<file path="src/rtl/mvau_stream_control_hs.sv">
// MVAU stream control: sequences SIMD/PE folds over a buffered activation vector,
// with valid/ready handshakes on the activation input and the accumulator output.
module mvau_stream_control_hs #(
  parameter int unsigned SF           = 8,
  parameter int unsigned NF           = 2,
  parameter int unsigned SF_T         = 3,
  parameter int unsigned NF_T         = 1,
  parameter int unsigned WMEM_ADDR_BW = 4,
  parameter int unsigned NUM_REPS     = 4
) (
  input  logic                    clk,
  input  logic                    rst,
  input  logic                    in_v,
  output logic                    in_rdy,
  output logic                    ib_wen,
  output logic                    ib_ren,
  output logic [SF_T-1:0]         ib_addr,
  output logic [WMEM_ADDR_BW-1:0] wmem_addr,
  output logic                    do_mac,
  output logic                    acc_clr,
  output logic                    sf_clr,
  output logic                    out_v,
  input  logic                    out_rdy,
  output logic [NF_T-1:0]         nf_cnt,
  output logic                    img_done
);

  typedef enum logic {FILL, REUSE} state_t;

  state_t          state_q, state_d;
  logic [SF_T-1:0] sf_cnt;
  logic [15:0]     rep_cnt;
  logic            last_q;
  logic            stall, fire;
  logic            sf_last, nf_last, rep_last;

  assign sf_last  = (sf_cnt == SF_T'(SF - 1));
  assign nf_last  = (nf_cnt == NF_T'(NF - 1));
  assign rep_last = (rep_cnt == 16'(NUM_REPS - 1));

  always_comb begin
    stall   = out_v & ~out_rdy;
    in_rdy  = 1'b0;
    fire    = 1'b0;
    ib_wen  = 1'b0;
    ib_ren  = 1'b0;
    state_d = state_q;
    unique case (state_q)
      FILL: begin
        in_rdy = ~stall;
        fire   = in_v & ~stall;
        ib_wen = fire;
        if (fire && sf_last && (NF > 1)) state_d = REUSE;
      end
      REUSE: begin
        fire   = ~stall;
        ib_ren = fire;
        if (fire && sf_last && nf_last) state_d = FILL;
      end
    endcase
  end

  assign do_mac    = fire;
  assign acc_clr   = fire & (sf_cnt == '0);
  assign sf_clr    = fire & sf_last;
  assign ib_addr   = sf_cnt;
  assign wmem_addr = WMEM_ADDR_BW'(nf_cnt) * WMEM_ADDR_BW'(SF) + WMEM_ADDR_BW'(sf_cnt);

  always_ff @(posedge clk or posedge rst) begin
    if (rst) begin
      state_q  <= FILL;
      sf_cnt   <= '0;
      nf_cnt   <= '0;
      rep_cnt  <= '0;
      out_v    <= 1'b0;
      last_q   <= 1'b0;
      img_done <= 1'b0;
    end else begin
      state_q  <= state_d;
      // last_q is read before it is overwritten, so a same-cycle accept and new chunk stay distinct
      img_done <= out_v & out_rdy & last_q;
      if (fire) begin
        if (sf_last) begin
          sf_cnt <= '0;
          if (nf_last) begin
            nf_cnt  <= '0;
            rep_cnt <= rep_last ? '0 : rep_cnt + 1'b1;
          end else begin
            nf_cnt <= nf_cnt + 1'b1;
          end
        end else begin
          sf_cnt <= sf_cnt + 1'b1;
        end
      end
      if (sf_clr) begin
        out_v  <= 1'b1;
        last_q <= nf_last & rep_last;
      end else if (out_rdy) begin
        out_v <= 1'b0;
      end
    end
  end

endmodule
</file>
<file path="config.mk">
export PLATFORM = sky130hd
export DESIGN_NAME = mvau_stream_control_hs
export DESIGN_NICKNAME = d
export VERILOG_FILES = /design/src/rtl/mvau_stream_control_hs.sv
export SDC_FILE = /design/constraint.sdc
export NUM_CORES = 1
export LEC_CHECK = 0
export CORE_UTILIZATION = 43
export CTS_CLUSTER_DIAMETER = 50
export DETAILED_ROUTE_END_ITERATION = 6
export PLACE_DENSITY_LB_ADDON = 0.15
export SLEW_MARGIN = 10
export SYNTH_ARGS = -nofsm -noshare
export SYNTH_HDL_FRONTEND = slang
export SYNTH_SLANG_ARGS = --single-unit
</file>
<file path="constraint.sdc">
create_clock -name clk -period 2.2 [get_ports clk]
set_input_delay 0.44 -clock clk [delete_from_list [all_inputs] [get_ports clk]]
set_output_delay 0.44 -clock clk [all_outputs]
set_load 0.005 [all_outputs]
</file>
==> flow_summary_export.csv <==
group,metric,value,unit
die,io_pins,20,
cts,clk_latency,0.32,ns
timing,min_period,2.037,ns
layout,multi_input_area,554.3,sq um
die,rows,18,
layout,nets,151,
timing,worstMarginPinSlew,0.3847,ns
layout,layout_commonest_cell,"dfrtp_1",
worst_setup_path,critPathSlowestCell,"clkdlybuf4s50_1",
worst_setup_path,path_class,"in2out",
timing,rsz0062_at_grt,"false",
power,switching_share,30.92,%
global_routing,antenna_found_initial,0,
layout,area_growth,28.68,%
power,power_frac_clock,21.2,%
die,die_area,3006,sq um
routing,drtIter0Drc,8,
yosys,synth_fa_ha_area_share,4.171,%
worst_setup_path,rrSetupSlack,0.50,ns
cts,cts_tree,"yes",
worst_setup_path,cp-end-kind,"output port",
die,die_h,54.83,microns
timing,fin_skew,0.005951,ns
placement,dp_hpwl,1.741,mm
yosys,synthSimpleGateAreaFrac,25.34,%
global_routing,grt-ovfl-total,0,
global_routing,grtUsageTotal,19.43,%
yosys,synth-seq-area-share,50.05,%
layout,mostFrequentLayoutCells,"dfrtp_1 (24), clkdlybuf4s50_1 (13), xnor2_1 (12), buf_4 (12), nand3_1 (10)",
cts,hold_buffers,0,
timing,setup_viol,0,
cts,htree_levels,1,
routing,drt-total-wl,2.376,mm
yosys,mappedNetlistArea,1200,sq um
yosys,synth.net_count,119,
routing,first_pass_iters,4,
power,p_per_area,996.2,nW/um^2
power,p_leak,0.7160,nW
timing,max_freq,0.4909,GHz
worst_setup_path,r2r_end,"rep_cnt[11]",
worst_setup_path,cp_cell_sequence,"clkdlybuf4s50_1 > nand2b_4 > o21ai_2 > nor3b_1 > dlygate4sd2_1",
cts,cts_buffer_depth,2,
cts,clock-sinks,24,
yosys,synth_seq_cells,24,
global_routing,grt_pass1_vias,919,
routing,ant_nets,0,
cts,cts_inserted_buffers,3,
yosys,synth-warning-count,0,
timing,hold_ws,0.4357,ns
power,p_int,1.063,mW
worst_setup_path,ff2ff_path_depth,7,
power,seqPwrFrac,39.5,%
job,cap_violations,0,
yosys,syn_avg_cell_area,10.81,sq um
layout,n_fill_cell,226,
yosys,synth_top_family_by_area,"simple AND/OR/NAND/NOR gates",
worst_setup_path,cp_slowest_stage_delay,0.48,ns
worst_setup_path,path_max_fanout,4,
layout,n_antenna_cell,0,
worst_setup_path,crit_arrival,1.60,ns
timing,min_period_over_period,92.60,%
yosys,synthMuxAreaShare,1.668,%
yosys,syn_inst,111,
global_routing,grt_max_degree,25,
routing,vias_per_cell,5.250,
yosys,synth_cell_types,30,
timing,relSlewSlack,74.21,%
power,p_comb_share,39.3,%
cts,cts-root-buf,"clkbuf_4",
timing,finalHoldViolations,0,
power,peakVddDrop,0.0008597,V
placement,io_buffer_count,19,
outcome,outcome,"finished, final reports clean",
worst_setup_path,cp.required,1.76,ns
worst_hold_path,hp-class,"in2async",
timing,slew_violations,0,
layout,drive_gt1_share,17.61,%
yosys,synthXorXnorAreaFrac,10.22,%
placement,placed_cells,166,
die,core_area,2567,sq um
cts,clkSlewWorstSetupHoldPaths,0.14,ns
layout,regArea,600.6,sq um
layout,fin_cells,172,
die,die_w,54.83,microns
power,switchingPower,0.4756,mW
placement,gp_congestion,0.7545,
global_routing,grt_first_pass_wirelength,4.036,mm
routing,wire_per_inst,13.81,microns
routing,route.detailed.drc,0,
routing,vias,903,
die,start_util,46.73,%
yosys,synth_compound_area_share,3.858,%
worst_setup_path,cp-start-kind,"primary input",
worst_setup_path,reg2reg_from,"ib_addr[1]",
layout,final_util,60.14,%
## synth_stat cells (all sizes together)
library cell,number,area (sq um)
nor3b,1,7.510
o21ai,6,30.03
xnor2,12,105.1
nor4b,1,8.760
and4,1,8.760
ha,4,50.05
nor3,3,20.02
nand3,10,50.05
nor4,4,55.05
o2bb2ai,1,8.760
nand4,4,25.02
or3,1,6.260
dfrtp,24,600.6
nor2b,1,8.760
and2,3,18.77
buf,4,30.03
inv,7,26.27
xor2,2,17.52
nand3b,1,7.510
nand2,10,40.04
mux2i,2,20.02
o211ai,1,7.510
nor2,2,10.01
nand2b,1,6.260
and3,5,31.28
## per-layer routing
metal	wire length (microns)	part of all wire, %	vias up	track usage [%]
met5	0	0	-	0
met4	34	1.4	0	7.692
met3	71	3.0	4	5.556
met2	1145	48	15	31.73
met1	1125	47	440	23.80
li1	-	-	444	-
## sequential cells by signal, indices dropped and copies added, names as in the netlist
register and flops:
out_v 1, rep_cnt 16, ib_addr 3, nf_cnt 1
img_done 1, last_q 1, state_q 1
## worst max path at each step
stage	cells after the start	end	start	slack, ns
floorplan	6	rep_cnt[15]	ib_addr[0]	0.55
global placement	5	acc_clr	out_rdy	-0.20
detailed placement	5	acc_clr	out_rdy	-0.26
CTS	5	sf_clr	ib_addr[0]	0.17
global route	5	acc_clr	out_rdy	0.06
finish	5	acc_clr	out_rdy	0.16
## power groups by stage
stage                     sequential (mW)  combinational, mW  clock (mW)
after CTS                           0.609              0.615       0.332
final                               0.608              0.605       0.325
after global placement              0.617              0.575           0
after floorplan                     0.615              0.284           0
after global routing                0.620              0.674       0.346
after detailed placement            0.627              0.592           0
## worst max-delay path: cells and delay by family
kind | cells | cell delay (ns)
buffers and inverters | 2 | 0.74
AND/OR/NAND/NOR | 2 | 0.33
AO/OA/AOI/OAI | 1 | 0.08
## repair_timing
item,CTS,global route
resized for setup,9,0
buffers inserted,2,0
setup endpoints to repair,6,0
## area by class of cell
type	count	share of cell area, %
clock buffer	3	1.459
inverter	7	1.702
tap	30	2.431
clock inverter	1	1.945
timing repair buffer	31	17.67
sequential	24	38.90
multi-input combinational	76	35.90
## kinds of logic (layout without fill, tap and decap cells)
kind of cell,count (synthesis),in the layout
XOR/XNOR,14,14
multiplexers,2,2
flip-flops,24,24
buffers and inverters,11,42
AND/OR/NAND/NOR,48,48
AO/OA/AOI/OAI,8,8
adder cells (fa/ha/maj),4,4
## metrics by stage
| stage | TNS, ns | instance area (sq um) | worst slack (ns) | total power [mW] |
|---|---|---|---|---|
| 6_report | 0 | 1544 | 0.1628 | 1.538 |
| 5_1_grt | 0 | 1544 | 0.06032 | 1.640 |
| 4_1_cts | 0 | 1544 | 0.1658 | 1.556 |
| 3_5_place_dp | -0.7250 | 1473 | -0.2567 | 1.220 |
| 3_3_place_gp | -0.5129 | 1473 | -0.2001 | 1.192 |
| 2_1_floorplan | 0 | 1200 | 0.5485 | 0.8986 |
No activity file was read; power rests on OpenSTA's default activity.
